## src/rtl/mp3_stream_feeder_pkg.sv

```systemverilog
// Shared definitions for the MP3 stream feeder: FSM states, track address
// table and default FIFO depth.
package mp3_stream_feeder_pkg;

    typedef enum logic [2:0] {
        S_IDLE,
        S_FETCH,
        S_WAIT,
        S_PUSH,
        S_DRAIN
    } feeder_state_e;

    localparam int NUM_TRACKS     = 4;
    localparam int FIFO_DEPTH_DEF = 4;

    // Word-address windows of the three music ROMs (end address inclusive)
    localparam logic [15:0] ROM0_BASE = 16'hFFFE;
    localparam logic [15:0] ROM0_END  = 16'h0001;
    localparam logic [15:0] ROM1_BASE = 16'h0000;
    localparam logic [15:0] ROM1_END  = 16'h0002;
    localparam logic [15:0] ROM2_BASE = 16'hFFFF;
    localparam logic [15:0] ROM2_END  = 16'hFFFF;

    // Index 3 is the last entry of the packed table and aliases ROM0
    localparam logic [NUM_TRACKS-1:0][15:0] TRACK_BASE = {ROM0_BASE, ROM2_BASE, ROM1_BASE, ROM0_BASE};
    localparam logic [NUM_TRACKS-1:0][15:0] TRACK_END  = {ROM0_END,  ROM2_END,  ROM1_END,  ROM0_END};

endpackage

```

## src/rtl/mp3_stream_feeder_fifo.sv

```systemverilog
// Byte FIFO with occupancy count and synchronous flush; head reads as zero
// while empty so byte_data is clean between bursts.
module byte_fifo #(
    parameter int DEPTH = 4
) (
    input  logic                     clk,
    input  logic                     rst,
    input  logic                     flush,
    input  logic                     wr_en,
    input  logic [7:0]               wr_data,
    input  logic                     rd_en,
    output logic [7:0]               rd_data,
    output logic                     empty,
    output logic [$clog2(DEPTH):0]   count
);
    localparam int AW = $clog2(DEPTH);
    localparam int CW = AW + 1;

    logic [DEPTH-1:0][7:0] mem_q, mem_d;
    logic [AW-1:0]         wr_ptr_q, wr_ptr_d, rd_ptr_q, rd_ptr_d;
    logic [CW-1:0]         count_q, count_d;
    logic                  full, wr_fire, rd_fire;

    assign empty   = (count_q == '0);
    assign full    = (count_q == CW'(DEPTH));
    assign wr_fire = wr_en && !full;
    assign rd_fire = rd_en && !empty;
    assign count   = count_q;
    assign rd_data = empty ? 8'h00 : mem_q[rd_ptr_q];

    always_comb begin
        mem_d    = mem_q;
        wr_ptr_d = wr_ptr_q;
        rd_ptr_d = rd_ptr_q;
        count_d  = count_q;
        if (flush) begin
            wr_ptr_d = '0;
            rd_ptr_d = '0;
            count_d  = '0;
        end else begin
            if (wr_fire) begin
                mem_d[wr_ptr_q] = wr_data;
                wr_ptr_d        = wr_ptr_q + AW'(1);
            end
            if (rd_fire) begin
                rd_ptr_d = rd_ptr_q + AW'(1);
            end
            case ({wr_fire, rd_fire})
                2'b10:   count_d = count_q + CW'(1);
                2'b01:   count_d = count_q - CW'(1);
                default: count_d = count_q;
            endcase
        end
    end

    always_ff @(posedge clk or negedge rst) begin
        if (!rst) begin
            mem_q    <= '0;
            wr_ptr_q <= '0;
            rd_ptr_q <= '0;
            count_q  <= '0;
        end else begin
            mem_q    <= mem_d;
            wr_ptr_q <= wr_ptr_d;
            rd_ptr_q <= rd_ptr_d;
            count_q  <= count_d;
        end
    end

endmodule

```

## src/rtl/mp3_stream_feeder.sv

```systemverilog
// Streams 16-bit words of the selected track from memory into a byte FIFO
// (high byte first) feeding a valid/ready SPI stage.
module mp3_stream_feeder
    import mp3_stream_feeder_pkg::*;
#(
    parameter int ADDR_W     = 16,
    parameter int FIFO_DEPTH = FIFO_DEPTH_DEF
) (
    input  logic              clk,
    input  logic              rst,
    input  logic              start,
    input  logic              stop,
    input  logic [1:0]        sel,
    output logic              mem_en,
    output logic [ADDR_W-1:0] mem_addr,
    input  logic [15:0]       mem_data,
    output logic              byte_valid,
    input  logic              byte_ready,
    output logic [7:0]        byte_data,
    output logic              busy,
    output logic              done
);
    localparam int CW = $clog2(FIFO_DEPTH) + 1;

    feeder_state_e     state_q, state_d;
    logic [ADDR_W-1:0] cnt_q, cnt_d, end_q, end_d;
    logic [15:0]       word_q, word_d;
    logic              lo_q, lo_d, done_q, done_d;

    logic              fifo_wr, fifo_flush, fifo_empty, pop;
    logic [7:0]        fifo_wdata;
    logic [CW-1:0]     fifo_count;

    assign fifo_flush = stop && (state_q != S_IDLE);
    assign pop        = !fifo_empty && byte_ready;
    assign byte_valid = !fifo_empty;
    assign mem_addr   = cnt_q;
    assign busy       = (state_q != S_IDLE);
    assign done       = done_q;

    always_comb begin
        state_d    = state_q;
        cnt_d      = cnt_q;
        end_d      = end_q;
        word_d     = word_q;
        lo_d       = lo_q;
        done_d     = 1'b0;
        mem_en     = 1'b0;
        fifo_wr    = 1'b0;
        fifo_wdata = lo_q ? word_q[7:0] : word_q[15:8];
        if (fifo_flush) begin
            state_d = S_IDLE;
            lo_d    = 1'b0;
        end else begin
            case (state_q)
                S_IDLE: begin
                    if (start && !stop) begin
                        cnt_d   = ADDR_W'(TRACK_BASE[sel]);
                        end_d   = ADDR_W'(TRACK_END[sel]);
                        state_d = S_FETCH;
                    end
                end
                // Two free slots before issuing means the word never overflows the FIFO
                S_FETCH: begin
                    if (fifo_count <= CW'(FIFO_DEPTH - 2)) begin
                        mem_en  = 1'b1;
                        state_d = S_WAIT;
                    end
                end
                S_WAIT: begin
                    word_d  = mem_data;
                    state_d = S_PUSH;
                end
                S_PUSH: begin
                    fifo_wr = 1'b1;
                    lo_d    = !lo_q;
                    if (lo_q) begin
                        if (cnt_q == end_q) begin
                            state_d = S_DRAIN;
                        end else begin
                            cnt_d   = cnt_q + ADDR_W'(1);
                            state_d = S_FETCH;
                        end
                    end
                end
                S_DRAIN: begin
                    if (pop && fifo_count == CW'(1)) begin
                        done_d  = 1'b1;
                        state_d = S_IDLE;
                    end
                end
                default: state_d = S_IDLE;
            endcase
        end
    end

    always_ff @(posedge clk or negedge rst) begin
        if (!rst) begin
            state_q <= S_IDLE;
            cnt_q   <= '0;
            end_q   <= '0;
            word_q  <= '0;
            lo_q    <= 1'b0;
            done_q  <= 1'b0;
        end else begin
            state_q <= state_d;
            cnt_q   <= cnt_d;
            end_q   <= end_d;
            word_q  <= word_d;
            lo_q    <= lo_d;
            done_q  <= done_d;
        end
    end

    byte_fifo #(.DEPTH(FIFO_DEPTH)) u_fifo (
        .clk     (clk),
        .rst     (rst),
        .flush   (fifo_flush),
        .wr_en   (fifo_wr),
        .wr_data (fifo_wdata),
        .rd_en   (byte_ready),
        .rd_data (byte_data),
        .empty   (fifo_empty),
        .count   (fifo_count)
    );

endmodule
```

## config.mk

```make
export PLATFORM = sky130hd
export DESIGN_NAME = mp3_stream_feeder
export DESIGN_NICKNAME = d
export VERILOG_FILES = /design/src/rtl/mp3_stream_feeder_pkg.sv /design/src/rtl/mp3_stream_feeder_fifo.sv /design/src/rtl/mp3_stream_feeder.sv
export SDC_FILE = /design/constraint.sdc
export NUM_CORES = 1
export LEC_CHECK = 0
export BUFFER_PORTS_ARGS = -buffer_cell sky130_fd_sc_hd__buf_2
export CORE_MARGIN = 4
export CORE_UTILIZATION = 30
export DETAILED_ROUTE_END_ITERATION = 10
export PLACE_DENSITY_LB_ADDON = 0.1
export RECOVER_POWER = 50
export SETUP_SLACK_MARGIN = 0.3
export SKIP_CTS_REPAIR_TIMING = 1
export SLEW_MARGIN = 20
export SYNTH_ARGS = -nofsm -noshare
export SYNTH_HDL_FRONTEND = slang
export SYNTH_SLANG_ARGS = --single-unit
```

## constraint.sdc

```tcl
create_clock -name clk -period 4.7 [get_ports clk]
set_input_delay 0.94 -clock clk [delete_from_list [all_inputs] [get_ports clk]]
set_output_delay 0.94 -clock clk [all_outputs]
set_load 0.005 [all_outputs]
```

After elaboration in Yosys (flattened, before gate mapping). Index checks and enable logic that the tools add are counted.

Add/sub/neg operators: 5. Magnitude comparators: 5. Eq/ne operators: 16. Mux-type cells: 38. Bitwise gates (word level): 1. Reductions and logical operators: 23.

Operators with widths (count): $mux W16 (5); $bmux W16 S2 (2); $bwmux W32 (1); $mux W8 (4); $pmux W16 S2 (1); $mux W3 (7); $add A16 B1 Y16 const B (1); $bmux W8 S2 (1); $demux W8 S2 (1); $eq A16 B16 Y1 (1); $pmux W3 S5 (1); $ne A3 B3 Y1 const B (4); $mux W1 (10); $lt A2 B3 Y1 const B (3); $mux W2 (4); $reduce_bool A2 Y1 (4); $eq A3 B1 Y1 const B (2); $eq A3 B2 Y1 const B (2); $eq A3 B3 Y1 const B (2); $logic_and A1 B1 Y1 (6); $logic_not A3 Y1 (2); $ne A2 B2 Y1 const B (3); $pmux W3 S2 (1); $reduce_bool A3 Y1 (2); other kinds (13) (18).

Register bits after elaboration: 92. Input bits: 23. Output and inout port bits: 28. Logic and storage cells: 101.

Longest topological paths before layout.
Depth in word-level cells: 7. Mapped depth: 8. Gate-level depth less buffers: 7.

By module. Synthesis repeated with hierarchy kept, for this count alone.

Cells, all modules: 374. Area, all modules: 4241.6 um^2.

Modules (own cells, without submodules): mp3_stream_feeder (instances 1, cells each 222, area each 2185.8 um^2, seq. area each 1001.0 um^2); byte_fifo (instances 1, cells each 152, area each 2055.7 um^2, seq. area each 975.9 um^2).

Worst setup path after synthesis. No wires, ideal clock.

Kind: input port to output port. Start point: in stop. End point: out mem_en. Data arrival time: 1.586 ns. Required time: 3.760 ns. Slack: 2.174 ns. Cell stages on the path: 2. Path buffers: 0. Cells stage by stage: nor3b_1 > nor4b_1.

Longest elaborated chain between the ends: 2.

Ends and longest elaborated chain: start: declaration (RTL line mp3_stream_feeder.sv:12) `input logic stop,`; $logic_and A1 B1 Y1 (RTL line mp3_stream_feeder.sv:34) `assign fifo_flush = stop && (state_q != S_IDLE);`; $mux W1 (RTL line mp3_stream_feeder.sv:51) `if (fifo_flush) begin`; end: declaration (RTL line mp3_stream_feeder.sv:14) `output logic mem_en,`.

No other way between the ends.

Worst setup path in the final report. Ends and elaborated chain as after synthesis.

==> flow_summary.rst <==
.. list-table::
   :header-rows: 1

   * - Metric
     - Value
   * - Number of synthesized register bits
     - 79
   * - Reported leakage power
     - approximately 2 nW
   * - CP Buf/Inv Count
     - 2
   * - Final worst path period share
     - 0.6423
   * - Wire length per cell after detailed routing
     - 16.13 um
   * - Maximum count of clock buffers along a single path
     - 2
   * - Hold Fails Final Rpt
     - 0
   * - Number of clock sinks seen by CTS
     - just under 80
   * - WP depth
     - 4
   * - Die ar.
     - 0.01571 mm2
   * - Clock network fraction of total power
     - 0.229
   * - CP required
     - roughly 3800 ps
   * - Wire length of the first global-routing pass
     - 16790 um
   * - Fraction of power consumed by combinational cells
     - 0.337
   * - TritonCTS clock tree
     - done
   * - Class of the most critical setup path
     - input port to output port
   * - Fraction of final layout cells sized beyond drive strength 1
     - 0.2200
   * - Final wirelength
     - about 10000 um
   * - Total of max-cap violations
     - 1
   * - Number of iterations in the first detailed-routing pass
     - 4
   * - Top achievable clock speed
     - 331.3 MHz
   * - Power per cell area
     - 591.2 mW/mm2
   * - Type of the worst min-delay path
     - flip-flop to flip-flop
   * - Final number of max-transition violations
     - 80
   * - Power Internal
     - 1.784 mW
   * - Violated checks
     - capacitance limit, slew limit
   * - Synth-to-Final Area Change
     - 15.87%
   * - Total design power
     - around 2.8 mW
   * - Mean instance size in the synthesized netlist
     - around 10 um2
   * - Die Y-Extent
     - 125.3 um
   * - Net switching share of the total power
     - 0.3695
   * - Final Critical Period
     - 3019 ps
   * - Final critical-path setup slack
     - 1681 ps
   * - Initial antenna violation count
     - 0
   * - Global route overflow
     - 0
   * - Largest delay share family, worst path
     - simple AND/OR/NAND/NOR gates
   * - Fraction of registers with async set or reset after synthesis
     - 1.000
   * - Via count normalized by instance count
     - around 5.1
   * - Setup TNS after final layout
     - 0 ps
   * - Maximum fanout along the worst path
     - 6
   * - Layout net count
     - 471
   * - Result of the run
     - complete, but fails checks
   * - Synthesized cell area
     - 0.004130 mm2
   * - CP peak stage delay
     - 420 ps
   * - Worst reg-to-reg path cell count
     - 5
   * - Antenna diode count
     - 0
   * - Routed via count
     - 3148
   * - DRC errors left
     - 0
   * - Inserted Clock Buffers
     - 9
   * - Count of cell types in the netlist
     - 53
   * - Sequential fraction of design power
     - 0.434
   * - Cell Area, Placed
     - 0.004528 mm2
   * - Placement Setup Slack
     - 1681 ps
   * - Final standard cell area without fillers
     - 0.004786 mm2
   * - Critical Path Source Type
     - input port
   * - Effective utilization at floorplan
     - 0.3094
   * - Cell-by-cell trace of the critical path
     - clkbuf_1, nor3b_1, nor4b_1, buf_2
   * - Number of flops mapped to enable cells by yosys
     - 0
   * - Worst Tran Pin Value
     - between 2000 and 2500 ps
   * - Net Switching
     - 1.045 mW
   * - Input/output buffers
     - 50
   * - Clock input transition at the sequential cells of the worst setup and hold paths
     - 60 ps
   * - Width of the chip
     - between 100 and 150 um
   * - Highest-delay cell along the critical path
     - sky130_fd_sc_hd__nor4b_1
   * - Cell chosen for the clock root
     - sky130_fd_sc_hd__clkbuf_16
   * - Endpoint type of the worst setup path
     - output port
   * - Number of nets with antenna violations after routing
     - 0
   * - CORE AREA
     - 0.01335 mm2
   * - Relative slew slack
     - -0.3565
   * - Post-route clock skew
     - about 7.5 ps
   * - Count of pins on the block boundary
     - 51
   * - Sequential area share after synthesis
     - 0.4786
   * - Setup repair after global routing missed its margin
     - no
   * - Vias in the first global route
     - 3148
   * - Most common flop cell mapped by yosys
     - sky130_fd_sc_hd__dfrtp_1
   * - Hold-critical path depth
     - 2
   * - Net count of the mapped netlist
     - 430
   * - Violation count after the first detailed-routing iteration
     - 181
   * - Ys Warns
     - 0
   * - Overall Global Routing Usage
     - 0.1334
   * - Rows
     - 42
   * - Maximum number of pins on one net before global-route repair
     - 80
   * - Post-detail-place hpwl
     - 6857 um
   * - Final GP Congestion
     - 0.7808
   * - Worst-Skew Late Latency
     - 340 ps
   * - Gate count of the mapped netlist
     - just under 400
   * - Total setup violations reported at the end of the flow
     - 0
   * - Arrival time at the worst endpoint
     - 2080 ps
   * - Depth of the CTS H-tree
     - 3
   * - VDD IR-drop max
     - about 0.22 mV
[layer usage]
layer / vias up / global-route usage / part of all wire
met2: 63 / 0.2003 / 0.46
met3: 8 / 0.02985 / 0.044
met4: 0 / 0.05676 / 0.013
li1: 1534 / - / -
met1: 1543 / 0.1859 / 0.49
met5: - / 0 / 0
[layout by cell type, fill, tap and decap left out, types with 6 or more instances in the layout]
cell / Yosys / layout
sky130_fd_sc_hd__and2_1: 10 / 10
sky130_fd_sc_hd__and3_1: 6 / 6
sky130_fd_sc_hd__buf_2: 9 / 48
sky130_fd_sc_hd__clkbuf_16: 0 / 9
sky130_fd_sc_hd__dfrtp_1: 79 / 79
sky130_fd_sc_hd__ha_1: 12 / 12
sky130_fd_sc_hd__inv_1: 8 / 8
sky130_fd_sc_hd__mux2_2: 18 / 18
sky130_fd_sc_hd__mux2i_1: 9 / 9
sky130_fd_sc_hd__mux4_2: 8 / 8
sky130_fd_sc_hd__nand2_1: 58 / 58
sky130_fd_sc_hd__nand3_1: 11 / 11
sky130_fd_sc_hd__nor2_1: 15 / 15
sky130_fd_sc_hd__o21ai_0: 40 / 40
sky130_fd_sc_hd__o31ai_1: 6 / 6
sky130_fd_sc_hd__xnor2_1: 6 / 6
[power by group through the flow]
stage	clock network, mW	logic, mW	registers, mW
detailed placement	0	0.979	1.25
finish	0.647	0.955	1.23
global placement	0	0.967	1.24
floorplan	0	0.761	1.11
CTS	0.676	0.982	1.23
global route	0.702	1.08	1.28
[worst paths after layout]
| kind | startpoint | endpoint | slack [ps] |
|---|---|---|---|
| max in group asynchronous | rst | mem_addr[4]$_DFFE_PN0P_ | 2320 |
| min | u_fifo.mem_q[5]$_DFFE_PN0P_ | u_fifo.mem_q[5]$_DFFE_PN0P_ | 480 |
| min reg2reg | u_fifo.mem_q[5]$_DFFE_PN0P_ | u_fifo.mem_q[5]$_DFFE_PN0P_ | 480 |
| min in group asynchronous | rst | mem_addr[1]$_DFFE_PN0P_ | 1150 |
| max | stop | mem_en | 1680 |
| max reg2reg | state_q[1]$_DFFE_PN0P_ | mem_addr[9]$_DFFE_PN0P_ | 2150 |
[cells in the mapped netlist (all sizes together) (6+ instances only)]
master  count  area share
and2       10       0.015
and3        6      0.0091
buf        10       0.012
clkbuf     13       0.012
dfrtp      79        0.48
ha         12       0.036
inv         8      0.0073
mux2       18       0.049
mux2i       9       0.022
mux4        8       0.044
nand2      61       0.057
nand3      11       0.013
nor2       15       0.014
o21ai      43       0.052
o31ai       6       0.011
xnor2       6       0.013
[final cells by class]
cell class / instances / area [um2]
Clock buffer: 10 / 229.0
Inverter: 8 / 30.03
Multi-Input combinational cell: 285 / 2021
Fill cell: 1388 / 8562
Clock inverter: 6 / 45.04
Timing Repair Buffer: 53 / 264.0
Tap cell: 176 / 220.2
Sequential cell: 79 / 1977
[per-stage QoR]
stage / hold slack (ps) / util / std cells
finish: 475.2 / 0.3585 / 617
global route: 502.0 / 0.3585 / 617
CTS: 484.2 / 0.3598 / 617
detailed placement: 470.3 / 0.3392 / 601
global placement: 457.3 / 0.3392 / 601
floorplan: 444.6 / - / 395
[registers in the layout (all words and copies together) (netlist names), 2 cells and up]
name / count
mem_addr: 16
u_fifo.rd_ptr_q: 2
state_q: 3
u_fifo.wr_ptr_q: 2
u_fifo.mem_q: 32
u_fifo.count: 3
word_q: 16
end_q: 3
[worst reg2reg max path, delay by kind of cell, from the launching register on]
kind                   cells  cell delay [ps]
DFF                        1              540
buffers and inverters      1              860
and+or+nand+nor            2              190
AOI/OAI and AO/OA          2              820
[logic make-up (layout without fill, tap and decap cells)]
group | Yosys count | in the layout | share of synthesized area
AND/OR/NAND/NOR | 140 | 140 | 0.1724
XOR/XNOR | 8 | 8 | 0.01697
adder cells (fa/ha/maj) | 12 | 12 | 0.03635
buffers and inverters | 31 | 77 | 0.03090
flip-flops | 79 | 79 | 0.4786
AO/OA/AOI/OAI | 90 | 90 | 0.1503
multiplexers | 35 | 35 | 0.1145
Power figures use the tool's default switching activity.
